### src/rtl/margin_calc_if.sv
// rtl/margin_calc_if.sv - margin_calc control, score and result bundle
// out_class exists only when MARGIN_CALC_ARGMAX_EN is defined.
interface margin_calc_if #(
   parameter int IDX_W = 13
);
   logic             start;
   logic [IDX_W-1:0] num_samples;
   logic             in_valid;
   logic             in_ready;
   logic [255:0]     in_data;
   logic             out_valid;
   logic             out_ready;
   logic [15:0]      out_margin;
   logic [IDX_W-1:0] out_index;
   logic             out_last;
   logic             busy;
   logic             done;
`ifdef MARGIN_CALC_ARGMAX_EN
   logic [3:0]       out_class;

   modport master (
      output start, num_samples, in_valid, in_data, out_ready,
      input  in_ready, out_valid, out_margin, out_index, out_last, busy, done, out_class
   );
   modport slave (
      input  start, num_samples, in_valid, in_data, out_ready,
      output in_ready, out_valid, out_margin, out_index, out_last, busy, done, out_class
   );
`else
   modport master (
      output start, num_samples, in_valid, in_data, out_ready,
      input  in_ready, out_valid, out_margin, out_index, out_last, busy, done
   );
   modport slave (
      input  start, num_samples, in_valid, in_data, out_ready,
      output in_ready, out_valid, out_margin, out_index, out_last, busy, done
   );
`endif
endinterface

### src/rtl/margin_calc.sv
// rtl/margin_calc.sv - per-beat top-1 minus top-2 score margin, 2-stage stallable pipeline
// Define MARGIN_CALC_ARGMAX_EN to add out_class (lane of the top score, lowest lane on ties).
module margin_calc #(
   parameter int NUM_CLASSES = 4,
   parameter int IDX_W       = 13
) (
   input  logic         clk,
   input  logic         rst_n,
   margin_calc_if.slave bus
);
   typedef enum logic [1:0] {IDLE, RUN, DRAIN, DONE} state_t;
   localparam logic [IDX_W-1:0] ONE = IDX_W'(1);

   state_t           state_q, state_d;
   logic [IDX_W-1:0] num_q, cnt_q;
   logic             s1_valid_q, s1_last_q;
   logic [15:0]      s1_margin_q;
   logic [IDX_W-1:0] s1_idx_q;
   logic             out_valid_q, out_last_q;
   logic [15:0]      out_margin_q;
   logic [IDX_W-1:0] out_index_q;
   logic             advance, accept, last_beat;
   logic             in_ready_w, busy_w, done_w;
   logic [15:0]      max1, max2;
`ifdef MARGIN_CALC_ARGMAX_EN
   logic [3:0]       max1_cls, s1_cls_q, out_class_q;
`endif
   logic             unused_upper_lanes;

   // Whole pipeline stalls together; only a held result blocks it.
   assign advance   = !out_valid_q || bus.out_ready;
   assign accept    = bus.in_valid && in_ready_w;
   assign last_beat = (cnt_q == num_q - ONE);

   always_comb begin
      state_d = state_q;
      case (state_q)
         IDLE:    if (bus.start) state_d = (bus.num_samples == '0) ? DONE : RUN;
         RUN:     if (accept && last_beat) state_d = DRAIN;
         DRAIN:   if (out_valid_q && bus.out_ready && out_last_q) state_d = DONE;
         DONE:    state_d = IDLE;
         default: state_d = IDLE;
      endcase
   end

   always_comb begin
      in_ready_w = (state_q == RUN) && (cnt_q < num_q) && advance;
      busy_w     = (state_q == RUN) || (state_q == DRAIN);
      done_w     = (state_q == DONE);
   end

   // Strict '>' keeps the earlier lane as max1 on ties, pushing the equal value into max2.
   always_comb begin
      max1 = bus.in_data[15:0];
      max2 = '0;
`ifdef MARGIN_CALC_ARGMAX_EN
      max1_cls = '0;
`endif
      for (int k = 1; k < NUM_CLASSES; k++) begin
         if (bus.in_data[16*k +: 16] > max1) begin
            max2 = max1;
            max1 = bus.in_data[16*k +: 16];
`ifdef MARGIN_CALC_ARGMAX_EN
            max1_cls = 4'(k);
`endif
         end else if (bus.in_data[16*k +: 16] > max2) begin
            max2 = bus.in_data[16*k +: 16];
         end
      end
   end

   always_ff @(posedge clk) begin
      if (!rst_n) begin
         state_q      <= IDLE;
         num_q        <= '0;
         cnt_q        <= '0;
         s1_valid_q   <= 1'b0;
         s1_last_q    <= 1'b0;
         s1_margin_q  <= '0;
         s1_idx_q     <= '0;
         out_valid_q  <= 1'b0;
         out_last_q   <= 1'b0;
         out_margin_q <= '0;
         out_index_q  <= '0;
`ifdef MARGIN_CALC_ARGMAX_EN
         s1_cls_q     <= '0;
         out_class_q  <= '0;
`endif
      end else begin
         state_q <= state_d;
         if (state_q == IDLE && bus.start) begin
            num_q <= bus.num_samples;
            cnt_q <= '0;
         end else if (accept) begin
            cnt_q <= cnt_q + ONE;
         end
         if (advance) begin
            s1_valid_q  <= accept;
            out_valid_q <= s1_valid_q;
            if (accept) begin
               s1_margin_q <= max1 - max2;
               s1_idx_q    <= cnt_q;
               s1_last_q   <= last_beat;
`ifdef MARGIN_CALC_ARGMAX_EN
               s1_cls_q    <= max1_cls;
`endif
            end
            if (s1_valid_q) begin
               out_margin_q <= s1_margin_q;
               out_index_q  <= s1_idx_q;
               out_last_q   <= s1_last_q;
`ifdef MARGIN_CALC_ARGMAX_EN
               out_class_q  <= s1_cls_q;
`endif
            end
         end
      end
   end

   assign bus.in_ready   = in_ready_w;
   assign bus.busy       = busy_w;
   assign bus.done       = done_w;
   assign bus.out_valid  = out_valid_q;
   assign bus.out_margin = out_margin_q;
   assign bus.out_index  = out_index_q;
   assign bus.out_last   = out_last_q;
`ifdef MARGIN_CALC_ARGMAX_EN
   assign bus.out_class  = out_class_q;
`endif
   assign unused_upper_lanes = ^bus.in_data;
endmodule

### src/flat_wrapper.sv
// flat-port wrapper written by rule: the top's interface ports become plain ports
module margin_calc_flat 
#(
   parameter int NUM_CLASSES = 4,
   parameter int IDX_W       = 13
)
  (clk, rst_n, bus_start, bus_num_samples, bus_in_valid, bus_in_data, bus_out_ready, bus_in_ready, bus_out_valid, bus_out_margin, bus_out_index, bus_out_last, bus_busy, bus_done);
  margin_calc_if #(.IDX_W(IDX_W)) bus_i ();
  input  logic clk;
  input  logic rst_n;
  input wire logic [$bits(bus_i.start)-1:0] bus_start;
  input wire logic [$bits(bus_i.num_samples)-1:0] bus_num_samples;
  input wire logic [$bits(bus_i.in_valid)-1:0] bus_in_valid;
  input wire logic [$bits(bus_i.in_data)-1:0] bus_in_data;
  input wire logic [$bits(bus_i.out_ready)-1:0] bus_out_ready;
  output wire logic [$bits(bus_i.in_ready)-1:0] bus_in_ready;
  output wire logic [$bits(bus_i.out_valid)-1:0] bus_out_valid;
  output wire logic [$bits(bus_i.out_margin)-1:0] bus_out_margin;
  output wire logic [$bits(bus_i.out_index)-1:0] bus_out_index;
  output wire logic [$bits(bus_i.out_last)-1:0] bus_out_last;
  output wire logic [$bits(bus_i.busy)-1:0] bus_busy;
  output wire logic [$bits(bus_i.done)-1:0] bus_done;
  assign bus_i.start = bus_start;
  assign bus_i.num_samples = bus_num_samples;
  assign bus_i.in_valid = bus_in_valid;
  assign bus_i.in_data = bus_in_data;
  assign bus_i.out_ready = bus_out_ready;
  assign bus_in_ready = bus_i.in_ready;
  assign bus_out_valid = bus_i.out_valid;
  assign bus_out_margin = bus_i.out_margin;
  assign bus_out_index = bus_i.out_index;
  assign bus_out_last = bus_i.out_last;
  assign bus_busy = bus_i.busy;
  assign bus_done = bus_i.done;
  margin_calc #(.NUM_CLASSES(NUM_CLASSES), .IDX_W(IDX_W)) u_core (.clk(clk), .rst_n(rst_n), .bus(bus_i));
endmodule
### config.mk
export PLATFORM = sky130hd
export DESIGN_NAME = margin_calc_flat
export DESIGN_NICKNAME = d
export VERILOG_FILES = /design/src/rtl/margin_calc_if.sv /design/src/rtl/margin_calc.sv /design/src/flat_wrapper.sv
export SDC_FILE = /design/constraint.sdc
export NUM_CORES = 1
export LEC_CHECK = 0
export CAP_MARGIN = 20
export CORE_UTILIZATION = 42
export CTS_BUF_LIST = sky130_fd_sc_hd__clkbuf_4 sky130_fd_sc_hd__clkbuf_8
export DETAILED_ROUTE_END_ITERATION = 7
export PLACE_DENSITY_LB_ADDON = 0.15
export RECOVER_POWER = 100
export SYNTH_ARGS = -nofsm -noshare
export SYNTH_HDL_FRONTEND = slang
export SYNTH_SLANG_ARGS = --single-unit
### constraint.sdc
create_clock -name clk -period 10.05 [get_ports clk]
set_input_delay 2.01 -clock clk [delete_from_list [all_inputs] [get_ports clk]]
set_output_delay 2.01 -clock clk [all_outputs]
set_load 0.03 [all_outputs]
# [Word-level counts from Yosys, hierarchy flattened]
# Cells that the tools add are included.
[word_totals] ff_bits=90 output_inout_bits=34 elab_cells=59
[op_classes] addsub=3 n_lt_le_gt_ge=7 eq_ne=7 muxes=14 bitwise=1 n_reduce_logical=16
[ops] operator="two-way mux 16 bit" n=9
[ops] operator="> comparator 16 bit" n=5
[ops] operator="> comparator 16 x 1 -> 1 bit, second input constant" n=1
[ops] operator="subtractor 16 bit" n=1
[ops] operator="adder 13 x 1 -> 13 bit, second input constant" n=1
[ops] operator="== test 13 bit" n=1
[ops] operator="zero test 13 bit" n=1
[ops] operator="less-than comparator 13 bit" n=1
[ops] operator="subtractor 13 x 1 -> 13 bit, second input constant" n=1
[ops] operator="two-way mux 2 bit" n=4
[ops] operator="one-hot mux 2 bit (4 select lines)" n=1
[ops] operator="logical AND 1 bit" n=7
[ops] operator="== test 2 bit, second input constant" n=2
[ops] operator="inequality test 2 x 1 -> 1 bit, second input constant" n=2
[ops] operator="AND reduction 2 bit" n=2
[ops] operator="AND reduction 3 bit" n=1
[ops] operator="== test 2 x 1 -> 1 bit, second input constant" n=1
[ops] operator="zero test 2 bit" n=1
[ops] operator="logical OR 1 bit" n=2
[ops] operator="inequality test 2 bit, second input constant" n=1
[ops] operator="OR reduction 2 bit" n=1
[ops] operator="zero test 1 bit" n=1
[ops] operator="NOT 1 bit" n=1

# [Depth between registers and ports, before layout]
[depth] word_depth=10 depth_mapped=51 ltp_nobuf=46

# [Least setup slack after synthesis]
# No wires, ideal clock.
[synth_timing] kind="input-to-reg" startpoint="input bus_in_data[1]" endpoint="register u_core.s1_margin_q[14]" setup_time_ns=0.076 arrival_time_ns=10.339 required_time_ns=9.974 path_slack_ns=-0.365 cell_stages=49 path_buffers=6 path_cell_list="inv_1 > ha_1 > nor2b_1 > o211ai_1 > a2111o_1 > and3_4 > buf_6 > nor2_4 > buf_4 > buf_2 > a21oi_1 > ha_1 > nor2b_1 > o21a_1 > o21a_1 > o21ai_0 > a21oi_1 > o311ai_4 > (+13 left out) > inv_1 > clkbuf_1 > o22ai_1 > a21oi_1 > ha_1 > inv_1 > fa_1 > a21o_1 > a21oi_1 > o21bai_1 > a21oi_1 > o21bai_1 > a211oi_1 > o21ai_0 > a41oi_1 > xnor2_1 > nand2_1 > a21boi_0"
[synth_between] elab_chain_cells=9
[synth_lines] item="start: declaration" line_no="flat_wrapper.sv:14" rtl="input wire logic [$bits(bus_i.in_data)-1:0] bus_in_data;"
[synth_lines] item="> comparator 16 bit" line_no="margin_calc.sv:60" rtl="if (bus.in_data[16*k +: 16] > max1) begin"
[synth_lines] item="two-way mux 16 bit" line_no="margin_calc.sv:60"
[synth_lines] item="> comparator 16 bit" line_no="margin_calc.sv:66" rtl="end else if (bus.in_data[16*k +: 16] > max2) begin"
[synth_lines] item="two-way mux 16 bit" line_no="margin_calc.sv:66"
[synth_lines] item="two-way mux 16 bit" line_no="margin_calc.sv:60"
[synth_lines] item="> comparator 16 bit" line_no="margin_calc.sv:66"
[synth_lines] item="two-way mux 16 bit" line_no="margin_calc.sv:66"
[synth_lines] item="two-way mux 16 bit" line_no="margin_calc.sv:60"
[synth_lines] item="subtractor 16 bit *" line_no="margin_calc.sv:101" rtl="s1_margin_q <= max1 - max2;"
[synth_lines] item="end signal: assignment" line_no="margin_calc.sv:101"
[synth_lines] item="end: declaration" line_no="margin_calc.sv:17" rtl="logic [15:0] s1_margin_q;"
# Mark *: on every way between the ends. The rest lies on a longest branch, timed or not.
# A chain may end at the register's enable or synchronous reset.

# [Worst setup path after layout]
[layout_timing] startpoint="input bus_in_data[0]" endpoint="register u_core.s1_margin_q[15]"
# The elaborated chain is that of the path after synthesis.

==> flow_summary_export.csv <==
group,metric,value,unit
outcome,run_status,"finished, violations left",
outcome,failed_checks,"max-capacitance violations, max-slew violations",
timing,period_minus_slack,9.67,ns
global_routing,grt_pass1_wl,37700,µm
worst_setup_path,r2r_setup_slack,6.48,ns
cells_and_area,seq_area,1800,µm²
global_routing,grt_max_degree,79,
yosys,syn_avg_cell_area,7.59,µm²
power_and_ir_drop,seqPwrFrac,17.7,%
die,die_h,142,µm
worst_setup_path,r2r-end,"u_core.cnt_q[7]",
timing,finalSetupTns,0,ns
hold_path,worstHoldPathCells,2,
routing,via_per_inst,5.25,
power_and_ir_drop,clkPwrFrac,12.5,%
placement,hpwl,18500,µm
die,start_util,43.3,%
job,maxCapViolCount,1,
hold_path,hold_start,"u_core.s1_margin_q[14]",
yosys,ys_seq_area_share,22.0,%
power_and_ir_drop,total_leakage_power,5.37,nW
yosys,syn_area,8190,µm²
worst_setup_path,crit_top_cell,"o21a_1",
worst_setup_path,crit_slowest_cell,"clkdlybuf4s50_1",
routing,top_layer,"met4",
worst_setup_path,crit_path_max_fanout,8,
worst_setup_path,max_stage_delay,0.44,ns
die,dieArea,20100,µm²
cells_and_area,drive_gt1_share,25.0,%
yosys,synth-seq-cells,90,
cells_and_area,multiInputGateArea,6600,µm²
die,core_area,18900,µm²
yosys,synth_warnings,0,
worst_setup_path,critPathLaunchType,"primary input",
global_routing,antenna_found_initial,1,
cells_and_area,syn_to_final_growth,47.8,%
routing,drt_first_pass_iters,5,
power_and_ir_drop,power.density,195,nW/µm²
routing,m1WireLength,11100,µm
yosys,synth-edff-count,0,
worst_setup_path,endpoint_kind,"flop",
timing,finalCritPeriodShare,96.2,%
cells_and_area,stdcell_area,12100,µm²
timing,hold_violations,0,
cts,cts_buffer_depth,2,
global_routing,grt_pass1_vias,8048,
routing,vias,8615,
routing,routed-wl-met2,11900,µm
worst_setup_path,path_buf_inv,6,
yosys,yosysUniqueCellTypes,73,
die,fp.dieW,142,µm
routing,wl,24200,µm
yosys,ys.flop_type,"dfxtp_1",
hold_path,whs_endpoint,"u_core.s1_margin_q[14]",
power_and_ir_drop,switching_power,0.982,mW
placement,io_buffer_count,115,
hold_path,hold_class,"reg2reg",
cells_and_area,fillerInstances,1666,
cts,cts.htree.levels,3,
global_routing,overflow,0,
power_and_ir_drop,internal_power,1.37,mW
yosys,syn_inst,1079,
timing,max_freq,103,MHz
worst_setup_path,crit_type,"in2reg",
routing,ant_nets,0,
yosys,syn_nets,1468,
cts,root_buffer,"clkbuf_8",
worst_setup_path,cp_top_family,"compound AO/OA/AOI/OAI gates",
power_and_ir_drop,max-vdd-ir-drop,176,µV
routing,drt_drc_violations_left,0,
cts,cts_sinks,90,
die,ios,308,
power_and_ir_drop,p_comb_share,69.8,%
cts,clk_pin_slew_worst_paths,0.10,ns
timing,relSlewSlack,-8.31,%
routing,initialDrtViolationCount,306,
cts,ctsHoldBuffers,0,
global_routing,track_usage,23.3,%
timing,tightest_slew,1.62,ns
cts,clock_latency,0.37,ns
routing,wire_per_inst,14.8,µm
timing,setup_viol,0,
routing,dr_wl_met3,961,µm
cells_and_area,num-nets-final,1763,
timing,drv_slew,38,
cts,cts_buffers,9,
timing,finClkSkew,0.0104,ns
yosys,synth-async-reset-ratio,0,%
power_and_ir_drop,p_sw_share,41.7,%
placement,postPlaceCellArea,10900,µm²
placement,gp_congestion,0.909,
cts,cts_tree,"built",
worst_setup_path,worst-r2r-cell-count,14,
worst_setup_path,cp.arrival,9.92,ns
worst_setup_path,required,10.30,ns
die,rows,50,
worst_setup_path,rr_startpoint,"u_core.num_q[1]",
-- through the flow --
step,total power [mW],hold WS [ns],setup slack [ns],util (%),instances
floorplan,1.34,0.438,0.0167,-,1079
global placement,1.86,0.453,-0.693,57.5,1593
detailed placement,1.87,0.457,-0.675,57.5,1593
CTS,2.20,0.472,0.0243,59.3,1612
global route,2.56,0.480,-0.0607,64.1,1639
finish,2.35,0.456,0.379,64.1,1640
-- per-layer routing --
layer	vias to the layer above	track usage [%]
met2	156	41.3
met5	-	0
li1	4403	-
met4	0	5.09
met3	25	3.78
met1	4031	29.5
-- cell families after synthesis --
| kind of cell | synth area share, % |
|---|---|
| compound gates | 23.5 |
| xor+xnor | 4.28 |
| flops | 22.0 |
| simple gates | 24.8 |
| mux | 2.74 |
| fa+ha+maj | 17.7 |
| buf+inv | 5.06 |
-- final cells by class --
cell class	instances	area share (%)
multi-input combinational	891	54.5
antenna	1	0.0207
inverter	53	1.64
clock inverter	6	0.868
sequential	90	14.9
timing repair buffer	329	24.2
clock buffer	10	1.14
tap	260	2.69
-- timing repair --
action | CTS | global route
hold endpoints to repair | 0 | 0
endpoints found under the setup margin | 6 | 11
resized for setup | 17 | 140
setup buffers | 2 | 22
gates cloned | 1 | 3
pin swaps | 6 | 45
-- cell usage after synthesis, types with 15 or more instances --
master | instances | area [µm²]
a21boi_0 | 71 | 533
a21o_1 | 15 | 113
a21oi_1 | 50 | 250
and3_1 | 18 | 113
clkbuf_1 | 35 | 131
dfxtp_1 | 90 | 1800
ha_1 | 114 | 1430
inv_1 | 53 | 199
mux2i_1 | 16 | 160
nand2_1 | 203 | 762
nand2b_1 | 29 | 181
nand4_1 | 26 | 163
nor2_1 | 77 | 289
nor3_1 | 16 | 80.1
o21a_1 | 19 | 143
o21ai_0 | 39 | 195
o21ai_1 | 19 | 95.1
xnor2_1 | 28 | 245
-- worst max path at each step --
stage | from | endpoint | slack (ns) | depth (start not counted)
2_1_floorplan | bus_in_data[1] | u_core.s1_margin_q[14] | 0.02 | 49
3_3_place_gp | bus_in_data[7] | u_core.s1_margin_q[14] | -0.69 | 42
3_5_place_dp | bus_in_data[7] | u_core.s1_margin_q[14] | -0.67 | 42
4_1_cts | bus_in_data[7] | u_core.s1_margin_q[14] | 0.02 | 45
5_1_grt | bus_in_data[18] | u_core.s1_margin_q[12] | -0.06 | 43
6_report | bus_in_data[0] | u_core.s1_margin_q[15] | 0.38 | 42
-- cell usage in the layout, fill, tap and decap left out, types with 27 or more instances in the layout --
master           instances
a21boi_0                67
a21oi_1                 32
buf_4                  197
clkdlybuf4s50_1         52
dfxtp_1                 90
dlygate4sd3_1           36
ha_1                    98
inv_1                   44
nand2_1                203
nand2b_1                27
nor2_1                  75
o21ai_0                 31
xnor2_1                 28
-- power groups by stage --
stage | clock (mW) | sequential [mW] | combinational, mW
3_3_place_gp | 0 | 0.425 | 1.43
3_5_place_dp | 0 | 0.426 | 1.44
6_report | 0.294 | 0.418 | 1.64
4_1_cts | 0.301 | 0.418 | 1.48
2_1_floorplan | 0 | 0.421 | 0.924
5_1_grt | 0.315 | 0.422 | 1.82
-- worst min-delay path: stages, from the launching register on --
cell      delay (ns)
dfxtp_1         0.32
nand2_1         0.05
a21boi_1        0.05
-- registers in the layout, indices dropped and copies added (netlist names) --
register and cells:
u_core.bus.out_margin 16, u_core.s1_margin_q 16, u_core.bus.out_index 13, u_core.cnt_q 13, u_core.num_q 13, u_core.s1_idx_q 13
u_core.state_q 2, u_core.bus.out_last 1, u_core.bus.out_valid 1, u_core.s1_last_q 1, u_core.s1_valid_q 1
(Power assumes the default switching activity.)
